### src/rtl/vga_timing_gen_pkg.sv
// Shared VGA bus layout, count width and default 1024x768@60 timing constants.
// Bus field order, MSB to LSB: hcount, vcount, hs, vs, hblnk, vblnk, rgb.
package vga_timing_gen_pkg;

    localparam int unsigned COUNT_W   = 12;
    localparam int unsigned COUNT_MAX = 4096;

    localparam int unsigned VGA_BUS_SIZE   = 40;
    localparam int unsigned VGA_RGB_LSB    = 0;
    localparam int unsigned VGA_VBLNK_BIT  = 12;
    localparam int unsigned VGA_HBLNK_BIT  = 13;
    localparam int unsigned VGA_VS_BIT     = 14;
    localparam int unsigned VGA_HS_BIT     = 15;
    localparam int unsigned VGA_VCOUNT_LSB = 16;
    localparam int unsigned VGA_HCOUNT_LSB = 28;

    localparam int unsigned VGA_H_ACTIVE = 1024;
    localparam int unsigned VGA_H_FP     = 24;
    localparam int unsigned VGA_H_SYNC   = 136;
    localparam int unsigned VGA_H_BP     = 160;
    localparam int unsigned VGA_H_TOTAL  = VGA_H_ACTIVE + VGA_H_FP + VGA_H_SYNC + VGA_H_BP;

    localparam int unsigned VGA_V_ACTIVE = 768;
    localparam int unsigned VGA_V_FP     = 3;
    localparam int unsigned VGA_V_SYNC   = 6;
    localparam int unsigned VGA_V_BP     = 29;
    localparam int unsigned VGA_V_TOTAL  = VGA_V_ACTIVE + VGA_V_FP + VGA_V_SYNC + VGA_V_BP;

    typedef logic [COUNT_W-1:0] count_t;

    // Packed view of the bus; field order matches the offsets above.
    typedef struct packed {
        count_t      hcount;
        count_t      vcount;
        logic        hs;
        logic        vs;
        logic        hblnk;
        logic        vblnk;
        logic [11:0] rgb;
    } vga_bus_t;

endpackage

### src/rtl/vga_wrap_counter.sv
// Modulo-MODULUS counter with increment enable. count is the registered value,
// count_next is the value it takes on the next edge (used for look-ahead decode),
// and wrap flags the edge on which count returns to zero.
module vga_wrap_counter
    import vga_timing_gen_pkg::*;
#(
    parameter int unsigned MODULUS = VGA_H_TOTAL
) (
    input  logic   clk,
    input  logic   rst,
    input  logic   inc,
    output count_t count,
    output count_t count_next,
    output logic   wrap
);

    localparam count_t LAST = count_t'(MODULUS - 1);

    // Next value: hold, increment, or wrap back to zero at the last position.
    always_comb begin
        wrap       = inc && (count == LAST);
        count_next = count;
        if (inc) begin
            count_next = wrap ? '0 : count + count_t'(1);
        end
    end

    // Count register; reset returns to zero from any position.
    always_ff @(posedge clk) begin
        if (rst) begin
            count <= '0;
        end else begin
            count <= count_next;
        end
    end

endmodule

### src/rtl/vga_timing_gen.sv
// Free-running VGA raster timing generator. Horizontal and vertical counters
// plus registered sync/blank flags, packed onto the shared VGA bus. Flags are
// decoded from the counters' next values so every field describes one pixel.
// Optional frame_start pulse is enabled by defining VGA_TIMING_FRAME_PULSE_EN.
module vga_timing_gen
    import vga_timing_gen_pkg::*;
#(
    parameter int unsigned H_ACTIVE = VGA_H_ACTIVE,
    parameter int unsigned H_FP     = VGA_H_FP,
    parameter int unsigned H_SYNC   = VGA_H_SYNC,
    parameter int unsigned H_BP     = VGA_H_BP,
    parameter int unsigned V_ACTIVE = VGA_V_ACTIVE,
    parameter int unsigned V_FP     = VGA_V_FP,
    parameter int unsigned V_SYNC   = VGA_V_SYNC,
    parameter int unsigned V_BP     = VGA_V_BP
) (
    input  logic                    clk,
    input  logic                    rst,
    output logic [VGA_BUS_SIZE-1:0] vga_out
`ifdef VGA_TIMING_FRAME_PULSE_EN
    ,
    output logic                    frame_start
`endif
);

    localparam int unsigned H_TOTAL = H_ACTIVE + H_FP + H_SYNC + H_BP;
    localparam int unsigned V_TOTAL = V_ACTIVE + V_FP + V_SYNC + V_BP;

    if (H_TOTAL > COUNT_MAX || V_TOTAL > COUNT_MAX) begin : g_bad_cfg
        $fatal(1, "vga_timing_gen: H_TOTAL/V_TOTAL exceed the 12-bit counter range");
    end

    localparam count_t H_BLANK_START = count_t'(H_ACTIVE);
    localparam count_t H_SYNC_START  = count_t'(H_ACTIVE + H_FP);
    localparam count_t H_SYNC_END    = count_t'(H_ACTIVE + H_FP + H_SYNC - 1);
    localparam count_t V_BLANK_START = count_t'(V_ACTIVE);
    localparam count_t V_SYNC_START  = count_t'(V_ACTIVE + V_FP);
    localparam count_t V_SYNC_END    = count_t'(V_ACTIVE + V_FP + V_SYNC - 1);

    count_t h_count, h_next, v_count, v_next;
    logic   h_wrap, v_wrap;
    logic   hs_q, vs_q, hblnk_q, vblnk_q;
    logic   hs_d, vs_d, hblnk_d, vblnk_d;

    vga_wrap_counter #(
        .MODULUS (H_TOTAL)
    ) u_hcnt (
        .clk        (clk),
        .rst        (rst),
        .inc        (1'b1),
        .count      (h_count),
        .count_next (h_next),
        .wrap       (h_wrap)
    );

    vga_wrap_counter #(
        .MODULUS (V_TOTAL)
    ) u_vcnt (
        .clk        (clk),
        .rst        (rst),
        .inc        (h_wrap),
        .count      (v_count),
        .count_next (v_next),
        .wrap       (v_wrap)
    );

    // Sync/blank decode of the pixel the counters move to on this edge.
    always_comb begin
        hblnk_d = (h_next >= H_BLANK_START);
        hs_d    = (h_next >= H_SYNC_START) && (h_next <= H_SYNC_END);
        vblnk_d = (v_next >= V_BLANK_START);
        vs_d    = (v_next >= V_SYNC_START) && (v_next <= V_SYNC_END);
    end

    // Flag registers, cleared together with the counters.
    always_ff @(posedge clk) begin
        if (rst) begin
            hs_q    <= 1'b0;
            vs_q    <= 1'b0;
            hblnk_q <= 1'b0;
            vblnk_q <= 1'b0;
        end else begin
            hs_q    <= hs_d;
            vs_q    <= vs_d;
            hblnk_q <= hblnk_d;
            vblnk_q <= vblnk_d;
        end
    end

    // Bus packing; rgb is left black for downstream stages to paint.
    always_comb begin
        vga_bus_t bus;
        bus.hcount = h_count;
        bus.vcount = v_count;
        bus.hs     = hs_q;
        bus.vs     = vs_q;
        bus.hblnk  = hblnk_q;
        bus.vblnk  = vblnk_q;
        bus.rgb    = 12'h000;
        vga_out    = bus;
    end

`ifdef VGA_TIMING_FRAME_PULSE_EN
    logic frame_start_q;

    // Pulse when the bus moves to (0,0) by wrapping; the reset state itself does not count.
    always_ff @(posedge clk) begin
        if (rst) begin
            frame_start_q <= 1'b0;
        end else begin
            frame_start_q <= h_wrap && v_wrap;
        end
    end

    assign frame_start = frame_start_q;
`else
    logic unused_v_wrap;
    assign unused_v_wrap = v_wrap;
`endif

endmodule

### config.mk
export PLATFORM = sky130hd
export DESIGN_NAME = vga_timing_gen
export DESIGN_NICKNAME = d
export VERILOG_FILES = /design/src/rtl/vga_timing_gen_pkg.sv /design/src/rtl/vga_wrap_counter.sv /design/src/rtl/vga_timing_gen.sv
export SDC_FILE = /design/constraint.sdc
export NUM_CORES = 1
export LEC_CHECK = 0
export CAP_MARGIN = 0
export CORE_MARGIN = 4
export CORE_UTILIZATION = 40
export DETAILED_ROUTE_END_ITERATION = 7
export DONT_BUFFER_PORTS = 1
export PLACE_DENSITY = 0.52
export SLEW_MARGIN = 20
export SYNTH_ARGS = -nofsm -noshare
export SYNTH_HDL_FRONTEND = slang
export SYNTH_SLANG_ARGS = --single-unit
### constraint.sdc
create_clock -name clk -period 4.5 [get_ports clk]
set_input_delay 0.675 -clock clk [delete_from_list [all_inputs] [get_ports clk]]
set_output_delay 0.675 -clock clk [all_outputs]
set_load 0.005 [all_outputs]
# After elaboration in Yosys (flattened, before gate mapping)
# Index checks and enable logic that the tools add are counted.
[word_totals]
regBits = 28
word_cells = 22
[op_classes]
addsub = 2
n_lt_le_gt_ge = 6
n_eq_ne = 2
muxes = 3
reduce_logical = 3
[op_table]
columns = ["operator", "count"]
rows = [
  ["12-bit 2-to-1 mux", 3],
  ["12-bit by 1-bit adder with 12-bit output, second input constant", 2],
  ["12-bit by 10-bit >= comparator with 1-bit output, second input constant", 2],
  ["12-bit by 11-bit >= comparator with 1-bit output, second input constant", 2],
  ["12-bit by 10-bit equality test with 1-bit output, second input constant", 1],
  ["12-bit by 11-bit equality test with 1-bit output, second input constant", 1],
  ["12-bit by 10-bit <= comparator with 1-bit output, second input constant", 1],
  ["12-bit by 11-bit <= comparator with 1-bit output, second input constant", 1],
  ["1-bit logical AND", 3],
]

# Logic depth before layout (Yosys ltp)
# Gate-level depths: netlist of the first run.
[logic_depth]
ltp_word = 6
ltp_mapped = 8

# Cells and area by module
# From an unflattened synthesis of the first run, not the netlist that was laid out.
[hier_totals]
hier_cells = 198
area_unflattened_um2 = 1691.6
[modules_own_cells]
columns = ["mod", "instances", "cells_per_inst", "area_per_inst_um2"]
rows = [
  ["vga_wrap_counter at u_hcnt", 1, 86, 754.5],
  ["vga_wrap_counter at u_vcnt", 1, 73, 638.1],
  ["vga_timing_gen", 1, 39, 299.0],
]

# Worst setup path before layout of the first run
# No wires, ideal clock.
[synth_path]
kind = "register -> register"
start = "register u_hcnt.count[7]"
end = "register vs_q"
setup_time_ps = 88
arrival_ps = 2128
t_required_ps = 4412
path_slack_ps = 2285
path_stages_with_launch = 8
path_buffers = 1
synth_period_minus_slack_ps = 2215
path_cell_list = "dfxtp_1 -> buf_6 -> or4b_4 -> nor4_4 -> nand2_1 -> mux2i_1 -> mux2_1 -> nor4_2"
[synth_via]
elab_chain_len = 6
word_cells_on_any_way = 7
[synth_lines]
columns = ["element", "line_no", "rtl"]
rows = [
  ["start: declaration", "vga_wrap_counter.sv:12", "output count_t count,"],
  ["start signal: assignment", "vga_wrap_counter.sv:33", "count <= count_next;"],
  ["12-bit by 11-bit equality test with 1-bit output (*)", "vga_wrap_counter.sv:21", "wrap = inc && (count == LAST);"],
  ["1-bit logical AND", "vga_wrap_counter.sv:21", ""],
  ["12-bit 2-to-1 mux", "vga_wrap_counter.sv:24", "count_next = wrap ? '0 : count + count_t'(1);"],
  ["12-bit 2-to-1 mux (*)", "vga_wrap_counter.sv:23", "if (inc) begin"],
  ["12-bit by 10-bit >= comparator with 1-bit output / 12-bit by 10-bit <= comparator with 1-bit output (equally long branches)", "vga_timing_gen.sv:72", "vs_d = (v_next >= V_SYNC_START) && (v_next <= V_SYNC_END);"],
  ["1-bit logical AND (*)", "vga_timing_gen.sv:72", ""],
  ["end signal: assignment", "vga_timing_gen.sv:84", "vs_q <= vs_d;"],
  ["end: declaration", "vga_timing_gen.sv:42", "logic hs_q, vs_q, hblnk_q, vblnk_q;"],
]
# Mark *: on every way between the ends. The rest lies on a longest branch, timed or not.
# A chain may end at the register's enable or synchronous reset.

# Worst setup path in the final report of the first run
[layout_path]
start = "register u_hcnt.count[1]"
end = "register vs_q"
# Same word-level chain as after synthesis.

==> flow_summary.ini, run 1 <==
[worst_setup_path]
path_class = reg2reg
required_ps = 4690
ff2ff_setup_slack_ps = 1850
cp_cell_sequence = ha_1 > nand4_1 > nor3_1 > nand2_1 > a221o_1 > nor4_2
slowest_stage = dfxtp_1
reg2reg_to = vs_q
crit_fanout = 14
startpoint = u_hcnt.count[1]
timing.rr.start = u_hcnt.count[1]
cp_num_buf_inv = 0
worst-r2r-cell-count = 6
endpoint = vs_q
critPathTopFamily = simple AND/OR/NAND/NOR gates
startpoint_type = register
slowest_delay_ps = 520
arrival_ps = 2840
cp-end-kind = register
cp.depth = 6

[floorplan]
start_util_pct = 42.63
die_w_um = 74.46
ios = 42
dieArea_um2 = 5544
rows = 23
dieHeight_um = 74.46
coreArea_um2 = 4144

[global_routing]
grt_pass1_wl_um = 6134
grt_max_degree = 17
grtUsageMet1_pct = 20.49
grt-ovfl-total = 0
top_usage_layer = met2
use_met2_pct = 20.78
grtUsageMet3_pct = 3.784
antenna_found_initial = 0
grt_usage_pct = 14.16
grt_pass1_vias = 1206

[clock_tree]
cts_hold_buffers = 0
clk_pin_slew_worst_paths_ps = 100
htree_levels = 1
cts_tree = built
clockBufferDepth = 2
cts_num_sinks = 28
cts_resized = 0
cts_root_buf = clkbuf_8
cts_buffers = 3
post-cts-setup-buffer-count = 0
insertion_delay_ps = 270

[sta]
timing.final.ws_setup_ps = 1849
slew_violations = 0
finalSetupViolCount = 0
finalSetupTns_ps = 0
period_minus_slack_ps = 2651
worst_pin_slew_ps = 558.0
fin_skew_ps = 3.777
timing.final.crit_share_pct = 58.91
max-slew-margin-rel_pct = 62.69
fmax_ghz = 0.3772
hold_violations = 0
rsz0062_at_grt = no

[layout]
syn_to_final_growth_pct = -0.7791
nets = 206
drive_above_1_share_pct = 9.045
num_antenna_cells = 0
final_core_util_pct = 42.30
finalInstanceArea_um2 = 1753

[routing]
wl_per_cell_um = 15.33
vias = 1373
ant_nets = 0
drt_first_iter_violations = 42
via_per_inst = 5.514
dr.pass1.iters = 4
drcViolationCount = 0
wl_um = 3816

[placed_design]
dp_slack_ps = 1873
portBuffers = 0
place_congestion = 0.8058
placed_area_um2 = 1682
dpl.hpwl_um = 2858

[min_path]
hp-class = in2reg
min_path_cells = 1

[synthesis]
synth_flop_cell = dfxtp_1
yosysMostFrequentCell = dfxtp_1
synth_common_cells = dfxtp_1, nor2_1, buf_4
syn_area_um2 = 1767
synth_warnings = 0
ys_async_sr_fraction_pct = 0
synthTopCellsByArea = dfxtp_1, buf_4, nor2_1, xor2_1, xnor2_1
synth_largest_area_cell = dfxtp_1
syn_inst = 210
synth-edff-count = 0
syn_avg_cell_area_um2 = 8.413
synth_seq_cells = 28
yosysUniqueCellTypes = 49
synth_top_area_share_pct = 31.73
ys_seq_area_share_pct = 31.73

[status]
status = complete, no violations

[power_and_ir_drop]
p_leak_nw = 0.6662
power.density_nw_per_um2 = 266.6
vdd_drop_max_mv = 0.1160

[run]
max-cap-violations = 0
[logic make-up (layout without fill, tap and decap cells)]
family	count (synthesis)	in the layout	synth area share (%)
AO/OA/AOI/OAI	30	30	11.05
XOR/XNOR	18	18	8.923
adder cells (fa/ha/maj)	5	5	3.400
buffers and inverters	31	9	11.76
flip-flops	28	28	31.73
multiplexers	2	2	1.204
other	1	12	0.2123
AND/OR/NAND/NOR	95	95	31.73
[how the worst min path moves through the flow]
stage / start / to
2_1_floorplan: u_hcnt.count[0] / u_hcnt.count[0]
3_3_place_gp: u_hcnt.count[0] / u_hcnt.count[0]
3_5_place_dp: u_hcnt.count[0] / u_hcnt.count[0]
4_1_cts: rst / u_hcnt.count[1]
5_1_grt: rst / u_vcnt.count[0]
6_report: rst / u_hcnt.count[1]
[worst register-to-register path: stages (launching register included)]
cell and delay [ps]:
dfxtp_1 520, ha_1 390, nand4_1 510, nor3_1 470, nand2_1 90, a221o_1 340
nor4_2 270
[registers in the layout (all words and copies together) (netlist names)]
signal and flops:
hblnk_q 1, u_vcnt.count 12, hs_q 1, u_hcnt.count 12, vs_q 1, vblnk_q 1
[power breakdown]
group / switching [mW] / internal, mW
combinational: 0.00844 / 0.00338
sequential: 0.00595 / 0.250
clock: 0.0805 / 0.119
[area by class of cell]
class	count	area [um^2]
Fill cell	452	2391
Multi-Input combinational cell	162	1040
Sequential cell	28	560.5
Tap cell	50	62.56
Clock buffer	3	41.29
Clock inverter	1	30.03
Inverter	5	18.77
[cell usage in the layout (no fill, tap or decap), types with 2 or more instances in the layout]
cell type	netlist	routed
clkbuf_8	0	3
and3_2	3	3
xnor2_1	8	8
or3_1	6	6
nor2_1	26	26
or2_2	3	3
and4_1	3	3
dfxtp_1	28	28
nor3_1	6	6
o22ai_1	2	2
and2_1	2	2
xor2_1	10	10
nand3_1	11	11
and3_1	4	4
ha_1	4	4
nand4_1	7	7
nor4_4	2	2
o31ai_1	2	2
a21oi_1	10	10
nand2_1	13	13
o21ai_0	5	5
inv_1	5	5
conb_1	1	12
[through the flow]
step / instances / hold WS, ps / total power [mW]
after global placement: 245 / 548.6 / 0.2729
after floorplan: 221 / 496.7 / 0.2798
after global routing: 249 / 426.3 / 0.4933
after detailed placement: 245 / 556.3 / 0.2732
final: 249 / 455.0 / 0.4673
after CTS: 249 / 441.5 / 0.4760
[layer usage]
| layer | part of all wire [%] | vias to the layer above | routed length [um] |
|---|---|---|---|
| met5 | 0 | - | 0 |
| met4 | 0.50 | 0 | 19 |
| met3 | 7.7 | 2 | 295 |
| met2 | 42 | 44 | 1619 |
| met1 | 49 | 637 | 1882 |
| li1 | - | 690 | - |
Note: power is estimated with default switching activity, not from simulation.
==> inputs of run 2 (changes only) <==
Settings changed: PLACE_DENSITY 0.52 to 0.54.
Clock period 4.5 ns to 2.28 ns, I/O delays scaled along.
==> run 2 against run 1 <==
Effect of this change: power is 100% higher; maximum frequency is 22% higher; sequential power is 94% higher; clock power is 98% higher; register-to-register slack worse by 1700 ps; worst setup slack worse by 1700 ps; first-iteration DRC count is 130% higher; critical path type unchanged; critical endpoint unchanged.
==> flow_summary.ini, run 2 (synthesized netlist as in run 1, its figures left out) <==
[status]
status = complete, no violations

[global_routing]
antenna_found_initial = 0
grt_pass1_wl_um = 6499
grt-ovfl-total = 0
grt_max_degree = 17
grt_usage_pct = 14.78
grt_pass1_vias = 1380

[clock_tree]
cts_buffers = 3
cts_num_sinks = 28
htree_levels = 1
cts_root_buf = clkbuf_8
cts_tree = built
clockBufferDepth = 2
clk_pin_slew_worst_paths_ps = 100
insertion_delay_ps = 270

[routing]
dr_wl_met2_um = 1733
drcViolationCount = 0
met3_length_um = 275
wl_per_cell_um = 14.48
dr.max_layer_used = met4
vias = 1465
ant_nets = 0
via_per_inst = 5.327
wl_um = 3982
dr.pass1.iters = 4
met1_length_um = 1939
drt_first_iter_violations = 95

[min_path]
hp-class = in2reg
worstHoldStart = rst

[run]
max-cap-violations = 0

[floorplan]
dieArea_um2 = 5544
coreArea_um2 = 4144
rows = 23
start_util_pct = 42.63
die_w_um = 74.46
dieHeight_um = 74.46
ios = 42

[power_and_ir_drop]
power.density_nw_per_um2 = 468.0
power_uw = 933.3
vdd_drop_max_mv = 0.2923
p_leak_nw = 0.8067

[worst_setup_path]
arrival_ps = 2370
path_class = reg2reg
startpoint = u_hcnt.count[7]
timing.rr.start = u_hcnt.count[7]
required_ps = 2480
startpoint_type = register
reg2reg_to = vs_q
worst-r2r-cell-count = 6
cp-end-kind = register
crit_fanout = 7
endpoint = vs_q
ff2ff_setup_slack_ps = 110

[sta]
finalSetupViolCount = 0
hold_violations = 0
period_minus_slack_ps = 2170
fmax_ghz = 0.4608
slew_violations = 0
fin_skew_ps = 2.175
timing.final.crit_share_pct = 95.19

[placed_design]
portBuffers = 0
dpl.hpwl_um = 3085
place_congestion = 0.8610
dp.cells = 268

[layout]
n_fill_cell = 419
syn_to_final_growth_pct = 12.89
instances_no_fill = 275
drive_above_1_share_pct = 24.44
final_cell_mix = nor2_1, dfxtp_1, buf_4, nand2_1, conb_1
layout_commonest_cell = nor2_1
final_core_util_pct = 48.13
num_antenna_cells = 0
nets = 232
largest_registers = u_hcnt.count (12), u_vcnt.count (12)
run 2: worst min-delay path by stage:
stage | endpoint | depth (start not counted)
after floorplan | u_hcnt.count[0] | 1
after detailed placement | u_hcnt.count[1] | 1
after global routing | u_hcnt.count[2] | 1
final | u_vcnt.count[1] | 1
after global placement | u_hcnt.count[1] | 1
after CTS | u_hcnt.count[1] | 1
run 2: area by class of cell:
| type | count | area (um^2) | share of cell area, % |
|---|---|---|---|
| Multi-Input combinational cell | 162 | 1079 | 54.08 |
| Sequential cell | 28 | 564.3 | 28.29 |
| Timing Repair Buffer | 26 | 198.9 | 9.975 |
| Tap cell | 50 | 62.56 | 3.137 |
| Clock buffer | 3 | 41.29 | 2.070 |
| Clock inverter | 1 | 30.03 | 1.506 |
| Inverter | 5 | 18.77 | 0.9410 |
run 2: repair_timing:
item                       CTS  global route
gates resized for setup      0            13
setup buffers                0             3
hold buffers                 0             0
setup endpoints to repair    0             1
run 2: metal layers:
layer | track usage [%] | vias up
met3 | 3.378 | 4
met1 | 20.37 | 681
li1 | - | 735
met4 | 3.557 | 0
met2 | 23.41 | 45
met5 | 0 | -
run 2: through the flow:
| stage | worst slack (ps) | hold slack (ps) | TNS (ps) | instance area [um^2] |
|---|---|---|---|---|
| 2_1_floorplan | 64.53 | 496.7 | 0 | 1808 |
| 6_report | 109.7 | 115.0 | 0 | 1994 |
| 3_3_place_gp | 153.6 | 410.5 | 0 | 1854 |
| 3_5_place_dp | 111.9 | 415.1 | 0 | 1854 |
| 5_1_grt | -5.021 | 106.3 | -5.021 | 1994 |
| 4_1_cts | 67.54 | 114.3 | 0 | 1926 |
run 2: power breakdown:
group          switching, mW  internal (mW)
combinational         0.0271         0.0145
clock                  0.160          0.235
sequential           0.00339          0.493
total                  0.191          0.743
run 2: critical path: stages, from the launching register on:
cell and delay, ps:
dfxtp_1 340, or4b_4 580, nor4_4 300, buf_6 160, nand3_1 70, a221o_1 380, nor4_4 270
==> inputs of run 3 (changes only) <==
Settings changed: CAP_MARGIN 0 to 5, PLACE_DENSITY 0.54 to 0.52, SLEW_MARGIN 20 to 30.
Clock period 2.28 ns to 2.4 ns, I/O delays scaled along.
==> run 3 against run 2 <==
Effect of this change: first-iteration DRC count up 40%; critical path type unchanged; critical endpoint unchanged; clock skew grew 6.3 ps; sequential cell count stayed put.
==> flow_summary.ini, run 3 (synthesized netlist as in run 1, its figures left out) <==
[status]
status = complete, no violations

[clock_tree]
post-cts-setup-buffer-count = 0
htree_levels = 1
cts_root_buf = clkbuf_8
insertion_delay_ps = 280
cts_buffers = 3
cts_num_sinks = 28
clockBufferDepth = 2
cts_tree = built
clk_pin_slew_worst_paths_ps = 100
cts_hold_buffers = 0
cts_resized = 0

[global_routing]
grt_pass1_wl_um = 6734
grt_usage_pct = 15.13
grt-ovfl-total = 0
grt_pass1_vias = 1384
grt_max_degree = 17
antenna_found_initial = 0

[run]
max-cap-violations = 0

[floorplan]
start_util_pct = 42.63
rows = 23
dieHeight_um = 74.46
coreArea_um2 = 4144
ios = 42
dieArea_um2 = 5544
die_w_um = 74.46

[routing]
dr.pass1.iters = 6
via_per_inst = 5.452
drt_first_iter_violations = 133
ant_nets = 0
drcViolationCount = 0
wl_per_cell_um = 14.94
vias = 1472
wl_um = 4033

[worst_setup_path]
cp-end-kind = register
timing.rr.start = u_hcnt.count[10]
path_class = reg2reg
ff2ff_setup_slack_ps = 160
reg2reg_to = vs_q
worst-r2r-cell-count = 6
arrival_ps = 2440
crit_fanout = 6
startpoint_type = register
required_ps = 2600

[layout]
instances_no_fill = 270
syn_to_final_growth_pct = 8.144
final_core_util_pct = 46.11
nets = 227
num_antenna_cells = 0
largest_registers = u_hcnt.count (12), u_vcnt.count (12)
n_fill_cell = 434
drive_above_1_share_pct = 17.73
layout_commonest_cell = dfxtp_1
final_cell_mix = dfxtp_1, nor2_1, buf_4, nand2_1, conb_1

[placed_design]
dp.cells = 266
dpl.hpwl_um = 3074
place_congestion = 0.8894
portBuffers = 0

[sta]
finalSetupTns_ps = 0
slew_violations = 0
finalSetupViolCount = 0
fin_skew_ps = 8.436
timing.final.crit_share_pct = 93.32
rsz0062_at_grt = no
fmax_ghz = 0.4465
period_minus_slack_ps = 2240
hold_violations = 0

[power_and_ir_drop]
power.density_nw_per_um2 = 466.4
p_leak_nw = 0.7767
vdd_drop_max_mv = 0.3156

[min_path]
min_path_cells = 1
hold_end = u_hcnt.count[1]
hp-class = in2reg
worstHoldStart = rst
run 3: changes by cell type in the layout (fill, tap and decap cells not counted), sizes merged:
cell / delta
buf: -5
run 3: worst max-delay path by stage:
stage,start,to,slack [ps],depth (start not counted)
4_1_cts,u_hcnt.count[10],vs_q,170,6
5_1_grt,u_hcnt.count[10],vs_q,40,6
3_3_place_gp,u_hcnt.count[10],vs_q,230,6
3_5_place_dp,u_hcnt.count[10],vs_q,210,6
2_1_floorplan,u_hcnt.count[7],vs_q,180,7
6_report,u_hcnt.count[10],vs_q,160,6
run 3: layer usage:
layer  wire length [um]  vias to the layer above  part of all wire, %  track usage, %
met3                371                        2                  9.2           4.595
met1               1933                      690                   48           21.81
li1                   -                      729                    -               -
met5                  0                        -                    0               0
met4                 19                        0                 0.47           2.569
met2               1709                       51                   42           22.54
run 3: critical path, stage by stage (launching register included):
cell     delay [ps]
dfxtp_1         440
or4b_4          530
nor4_4          290
nand2_1         110
mux2i_1         240
mux2_1          380
nor4_2          150
run 3: layout make-up:
type                       count  area [um^2]  area share, %
multi-input combinational    162         1040          54.42
sequential                    28        560.5          29.34
timing repair buffer          21        157.7          8.251
tap                           50        62.56          3.274
clock buffer                   3        41.29          2.161
clock inverter                 1        30.03          1.572
inverter                       5        18.77         0.9823
run 3: through the flow:
step / hold slack, ps / instance area, um^2 / total power [mW] / setup WS, ps
6_report: 132.1 / 1911 / 0.8910 / 160.4
5_1_grt: 120.5 / 1911 / 0.9194 / 43.23
4_1_cts: 124.6 / 1911 / 0.9030 / 166.8
3_5_place_dp: 429.4 / 1839 / 0.5212 / 205.7
3_3_place_gp: 428.1 / 1839 / 0.5210 / 234.2
2_1_floorplan: 496.7 / 1808 / 0.5246 / 184.5
run 3: where the power goes:
group	internal (mW)	switching [mW]	leakage, nW
Combinational	0.0136	0.0263	0.515
Sequential	0.469	0.00208	0.226
Clock	0.224	0.157	0.0357
